--- src/rtl/edge_capture.sv ---
// Multi-channel edge capture: optional synchroniser, per-channel glitch filter,
// runtime edge-mode match, sticky event flags and a combined interrupt.
module edge_capture #(
  parameter int unsigned WIDTH       = 8,
  parameter int unsigned SYNC_STAGES = 2,
  parameter int unsigned FILTER_LEN  = 4
) (
  input  logic               clk,
  input  logic               rst,
  input  logic [WIDTH-1:0]   din,
  input  logic [2*WIDTH-1:0] edge_sel,
  input  logic [WIDTH-1:0]   clr,
  output logic [WIDTH-1:0]   level,
  output logic [WIDTH-1:0]   pulse,
  output logic [WIDTH-1:0]   sticky,
  output logic               irq
);

  // A one-cycle filter still needs a legal (unused) counter bit.
  localparam int unsigned CntW = (FILTER_LEN > 1) ? $clog2(FILTER_LEN) : 1;
  localparam logic [CntW-1:0] CntMax = CntW'(FILTER_LEN - 1);

  logic [WIDTH-1:0] s;

  if (SYNC_STAGES == 0) begin : g_nosync
    assign s = din;
  end else begin : g_sync
    (* ASYNC_REG = "TRUE" *) logic [WIDTH-1:0] sync_q [SYNC_STAGES];

    always_ff @(posedge clk or posedge rst) begin
      if (rst) begin
        for (int k = 0; k < SYNC_STAGES; k++) sync_q[k] <= '0;
      end else begin
        sync_q[0] <= din;
        for (int k = 1; k < SYNC_STAGES; k++) sync_q[k] <= sync_q[k-1];
      end
    end

    assign s = sync_q[SYNC_STAGES-1];
  end

  logic [CntW-1:0]  cnt_q [WIDTH];
  logic [CntW-1:0]  cnt_d [WIDTH];
  logic [WIDTH-1:0] level_q, level_d;
  logic [WIDTH-1:0] pulse_q, pulse_d;
  logic [WIDTH-1:0] sticky_q, sticky_d;
  logic             irq_q;

  always_comb begin
    level_d = level_q;
    pulse_d = '0;
    for (int i = 0; i < WIDTH; i++) begin
      cnt_d[i] = '0;
      if (s[i] != level_q[i]) begin
        if (cnt_q[i] == CntMax) begin
          // Candidate has persisted long enough: accept it and match the new level.
          level_d[i] = s[i];
          case (edge_sel[2*i +: 2])
            2'b01:   pulse_d[i] = s[i];
            2'b10:   pulse_d[i] = ~s[i];
            2'b11:   pulse_d[i] = 1'b1;
            default: pulse_d[i] = 1'b0;
          endcase
        end else begin
          cnt_d[i] = cnt_q[i] + CntW'(1);
        end
      end
    end
    // A new event beats a simultaneous clear.
    sticky_d = (sticky_q & ~clr) | pulse_d;
  end

  always_ff @(posedge clk or posedge rst) begin
    if (rst) begin
      level_q  <= '0;
      pulse_q  <= '0;
      sticky_q <= '0;
      irq_q    <= 1'b0;
      for (int i = 0; i < WIDTH; i++) cnt_q[i] <= '0;
    end else begin
      level_q  <= level_d;
      pulse_q  <= pulse_d;
      sticky_q <= sticky_d;
      irq_q    <= |sticky_d;
      for (int i = 0; i < WIDTH; i++) cnt_q[i] <= cnt_d[i];
    end
  end

  assign level  = level_q;
  assign pulse  = pulse_q;
  assign sticky = sticky_q;
  assign irq    = irq_q;

endmodule

--- config.mk ---
export PLATFORM = sky130hd
export DESIGN_NAME = edge_capture
export DESIGN_NICKNAME = d
export VERILOG_FILES = /design/src/rtl/edge_capture.sv
export SDC_FILE = /design/constraint.sdc
export NUM_CORES = 1
export LEC_CHECK = 0
export CAP_MARGIN = 20
export CORE_MARGIN = 4
export CORE_UTILIZATION = 30
export CTS_CLUSTER_SIZE = 30
export DETAILED_ROUTE_END_ITERATION = 12
export PLACE_DENSITY = 0.6
export RECOVER_POWER = 50
export SLEW_MARGIN = 40
export SYNTH_ARGS = -nofsm -noshare
export SYNTH_HDL_FRONTEND = slang
export SYNTH_SLANG_ARGS = --single-unit
--- constraint.sdc ---
create_clock -name clk -period 1.4 [get_ports clk]
set_input_delay 0.14 -clock clk [delete_from_list [all_inputs] [get_ports clk]]
set_output_delay 0.14 -clock clk [all_outputs]
set_load 0.05 [all_outputs]
## After elaboration in Yosys (flattened, before gate mapping)

Cells that the tools add are included.

- Reduce and logical (&&, ||, !) cells: 9
- Add/subtract/negate cells: 8
- Eq/ne operators: 40
- Bitwise operators: 11
- Mux-type cells: 40

Operators by type and width:

| cell | count |
|---|---|
| $eq A2 B2 Y1 const B | 24 |
| $mux W2 | 16 |
| $pmux W1 S3 | 8 |
| $add A2 B1 Y2 const B | 8 |
| $eq A2 B1 Y1 const B | 8 |
| $mux W1 | 16 |
| $reduce_and A2 Y1 | 8 |
| $and A8 B8 Y8 | 1 |
| $ne A1 B1 Y1 | 8 |
| $not A1 Y1 | 8 |
| $not A8 Y8 | 1 |
| $or A8 B8 Y8 | 1 |
| $reduce_or A8 Y1 | 1 |

- Bits of input ports: 34
- Word-level logic and storage cells: 129
- Output and inout bits: 25
- Register bits after elaboration: 57

## Logic depth before layout (Yosys ltp)

- Word-level depth: 6
- Gate-level depth with buffers: 5
- Depth with buffers taken out: 5

## Worst setup path before layout

OpenSTA, ideal clock, no wires.

- Path kind: register to register
- Start point: register level_q[3], in the netlist level[3]
- End point: register irq_q, in the netlist irq
- Setup slack: -0.007 ns
- Clock period less this slack: 1.407 ns
- Library setup time: 0.129 ns
- Cell stages (with the launch flop): 5
- Arrival: 1.278 ns
- Data required time: 1.271 ns
- Buffers on the path: 0
- Cell sequence: dfrtp_1 -> nand2b_1 -> o221ai_2 -> nor4_1 -> nand2_1

- Longest elaborated chain between the ends: 4

Ends and longest elaborated chain:

| element | line | RTL |
|---|---|---|
| start, declared | 44 | `logic [WIDTH-1:0] level_q, level_d;` |
| start signal, assigned | 81 | `level_q <= level_d;` |
| $ne A1 B1 Y1 | 54 | `if (s[i] != level_q[i]) begin` |
| $mux W1 | 54 |  |
| $or A8 B8 Y8 | 70 | `sticky_d = (sticky_q & ~clr) \| pulse_d;` |
| net sticky_d[3] | 46 | `logic [WIDTH-1:0] sticky_q, sticky_d;` |
| $reduce_or A8 Y1 | 84 | `irq_q <= \|sticky_d;` |
| end signal, assigned | 84 |  |
| end, declared | 47 | `logic irq_q;` |

The timed path passes the listed nets, and every way through them passes these cells.
A chain may end at the register's enable or synchronous reset.

## Worst setup path after layout

- Start point: register cnt_q[12] in the netlist's numbering
- End point: register irq_q, in the netlist irq

- Longest elaborated chain between the ends: 5

Ends and longest elaborated chain:

| element | line | RTL |
|---|---|---|
| start, declared | 42 | `logic [CntW-1:0] cnt_q [WIDTH];` |
| $eq A2 B2 Y1 | 55 | `if (cnt_q[i] == CntMax) begin` |
| $mux W1 | 55 |  |
| $mux W1 | 54 |  |
| $or A8 B8 Y8 | 70 |  |
| net sticky_d[1] | 46 |  |
| $reduce_or A8 Y1 | 84 |  |

The timed path passes the listed nets, and every way through them passes these cells.

==> flow_summary_export.csv <==
group,metric,value,unit
clock_network,clkTransAtPathRegs,60,ps
floorplanning,die_w,91.91,um
cells_and_area,n_fill_cell,626,
cells_and_area,drive_above_1_share,39.02,%
setup_path,reg2reg_setup_slack,70,ps
sta,post-route-min-period,1328,ps
setup_path,r2r-start,"cnt_q[12]",
synth,synth_top_family_by_area,"simple AND/OR/NAND/NOR gates",
clock_network,cts_tree,"built",
drt,routed_wirelength,4.456,mm
cells_and_area,design_area,3336,sq um
cells_and_area,multiInputGateArea,770.7,sq um
sta,setup_viol_count_final,0,
flow_run,maxCapViolations,0,
grt,grtUsageTotal,11.23,%
sta,max_freq,753.0,MHz
pwr,comb_power_share,40.1,%
synth,synth_cell_types,20,
setup_path,worst-path-buf-inv,0,
synth,ys_seq_area_share,67.54,%
setup_path,worstPathMaxFanout,4,
cells_and_area,layout_commonest_cell,"dfrtp_1",
cells_and_area,fin_nets,283,
setup_path,required,1610,ps
clock_network,cts_buffers,9,
drt,drt_pre_antenna_iters,4,
pwr,seq_power_share,37.9,%
pwr,swShare,34.25,%
clock_network,cts_hold_buf,0,
grt,grt_pass1_vias,1542,
drt,drc,0,
pwr,ir_drop,0.0009519,V
grt,grt_pass1_wl,7.265,mm
synth,yosysTopAreaCellShare,67.54,%
cells_and_area,post-route-util,48.83,%
pwr,switchingPower,2.089,mW
synth,synth_largest_area_cell,"dfrtp_1",
sta,fin_ws,71.90,ps
synth,synth_adder_area_share,4.739,%
clock_network,clk_latency,330,ps
pwr,power_leakage,1.518,nW
clock_network,cts-root-buf,"clkbuf_8",
grt,gr-total-overflow,0,
grt,antenna_found_initial,0,
setup_path,crit_family,"simple AND/OR/NAND/NOR gates",
drt,viasPerCell,4.278,
sta,finalMaxSlewViolations,0,
floorplanning,start_util,30.92,%
synth,synth-seq-cells,57,
floorplanning,core,6832,sq um
place,gp_congestion,0.7071,
synth,yosys_warnings,0,
pwr,p_total,6.098,mW
synth,netlist_area,2112,sq um
drt,wire_per_inst,13.03,um
sta,tns,0,ps
synth,synth-compound-area-share,7.998,%
drt,drt.antenna.violating_nets,0,
synth,synth-simple-area-share,14.04,%
cells_and_area,synthToLayoutAreaGrowth,57.94,%
run_status,outcome,"completed",
floorplanning,dieArea,8447,sq um
cells_and_area,final_cell_mix,"56 x dfrtp_1, 40 x buf_4, 24 x clkdlybuf4s50_1",
cells_and_area,n_antenna_cell,0,
sta,fin_skew,6.527,ps
synth,synthTopCellsByArea,"dfrtp_1 68%, nand2b_1 5.0%, ha_1 4.7%",
sta,fin_crit_sh,94.86,%
worst_hold_path,hp-class,"primary input to asynchronous set/reset pin",
floorplanning,rows,30,
sta,grt_setup_unrepaired,"true",
clock_network,htree_levels,3,
pwr,pwr-share-clk,22.0,%
pwr,power.density,1828,nW/um^2
setup_path,slowest_stage,"dfrtp_1",
place,post_dp_cell_area,3035,sq um
setup_path,crit_path_end_kind,"register",
floorplanning,io_pins,59,
drt,vias,1463,
setup_path,reg2reg_depth,5,
synth,syn_nets,188,
cells_and_area,regArea,1428,sq um
place,dpl_worst_slack,-162.3,ps
setup_path,critPathKind,"register to register",
pwr,p_int,4.009,mW
grt,grt_max_degree,54,
sta,tightest_slew,717.9,ps
setup_path,arrival,1540,ps
synth,yosys-mux-area-fraction,4.265,%
setup_path,crit_chain,"ha_4, nand2_2, o221ai_4, nor4_4, nand2_1",
clock_network,cts_num_sinks,57,
place,hpwl,3.131,mm
drt,drt-initial-drc-count,12,
setup_path,worst_path_largest_cell_delay,410,ps
clock_network,cts_max_path_buffers,2,
synth,syn_inst,146,
sta,hold_viol,0,
setup_path,start_kind,"register",
setup_path,rr_endpoint,"irq",
sta,slew_headroom,52.14,%
place,portBuffers,58,
synth,synthXorXnorAreaFrac,1.244,%
floorplanning,die_y,91.91,um
synth,syn_area_per_cell,14.47,sq um
kinds of logic (layout without fill, tap and decap cells):
| group | count (synthesis) | in the layout |
|---|---|---|
| multiplexers | 8 | 8 |
| adder cells (fa/ha/maj) | 8 | 8 |
| XOR/XNOR | 3 | 3 |
| flip-flops | 57 | 57 |
| AND/OR/NAND/NOR | 49 | 49 |
| AO/OA/AOI/OAI | 20 | 20 |
| buffers and inverters | 1 | 101 |
flip-flops by register name, indices dropped and copies added (netlist names):
signal	flops
pulse	8
level	8
g_sync.sync_q	8
s	8
sticky	8
irq	1
cnt_q	16
power groups by stage:
stage	logic (mW)	clock network (mW)	registers, mW
3_3_place_gp	2.33	0	2.30
6_report	2.45	1.34	2.31
4_1_cts	2.41	1.40	2.29
3_5_place_dp	2.36	0	2.31
2_1_floorplan	0.657	0	2.85
5_1_grt	2.64	1.48	2.36
final cells by class:
class,count,area share [%]
flip-flops and latches,57,42.80
repair buffers,84,25.13
multi-input cells,88,23.11
clock buffers,13,4.764
well taps,96,3.601
clock inverters,3,0.4501
inverters,1,0.1500
synthesized netlist by cell type:
cell type / number
nor4_1: 1
nor3_1: 3
or2b_1: 1
nor4_2: 1
nor2b_1: 3
dfrtp_1: 57
nand4b_1: 6
a211oi_1: 5
nand2_1: 14
o22ai_1: 5
ha_1: 8
xnor2_1: 3
nand2b_1: 17
o221ai_1: 2
o221ai_2: 3
nand3_2: 2
inv_1: 1
mux2_2: 8
nand3_1: 1
a21boi_0: 5
stage by stage:
step                std cells  hold WS [ps]
floorplan                 146         171.4
global placement          319         333.2
detailed placement        319         335.5
CTS                       338         40.70
global route              342         159.7
finish                    342         169.8
worst max-delay path by stage:
stage	cells past startpoint	endpoint	from
4_1_cts	6	irq	cnt_q[2]
3_5_place_dp	5	irq	cnt_q[10]
5_1_grt	5	irq	cnt_q[10]
6_report	5	irq	cnt_q[12]
3_3_place_gp	5	irq	cnt_q[10]
2_1_floorplan	4	irq	level[6]
per-layer routing:
layer	up-vias	track usage [%]	wire length [um]
li1	717	-	-
met5	-	0	0
met2	53	16.48	1979
met4	0	4.084	67
met1	684	13.20	1946
met3	9	7.219	462
timing repair:
item,in CTS,in global routing
pin swaps,5,14
resized for setup,6,13
setup endpoints to repair,1,2
hold endpoints to repair,0,0
setup buffers,3,6
No activity file was read; power rests on OpenSTA's default activity.
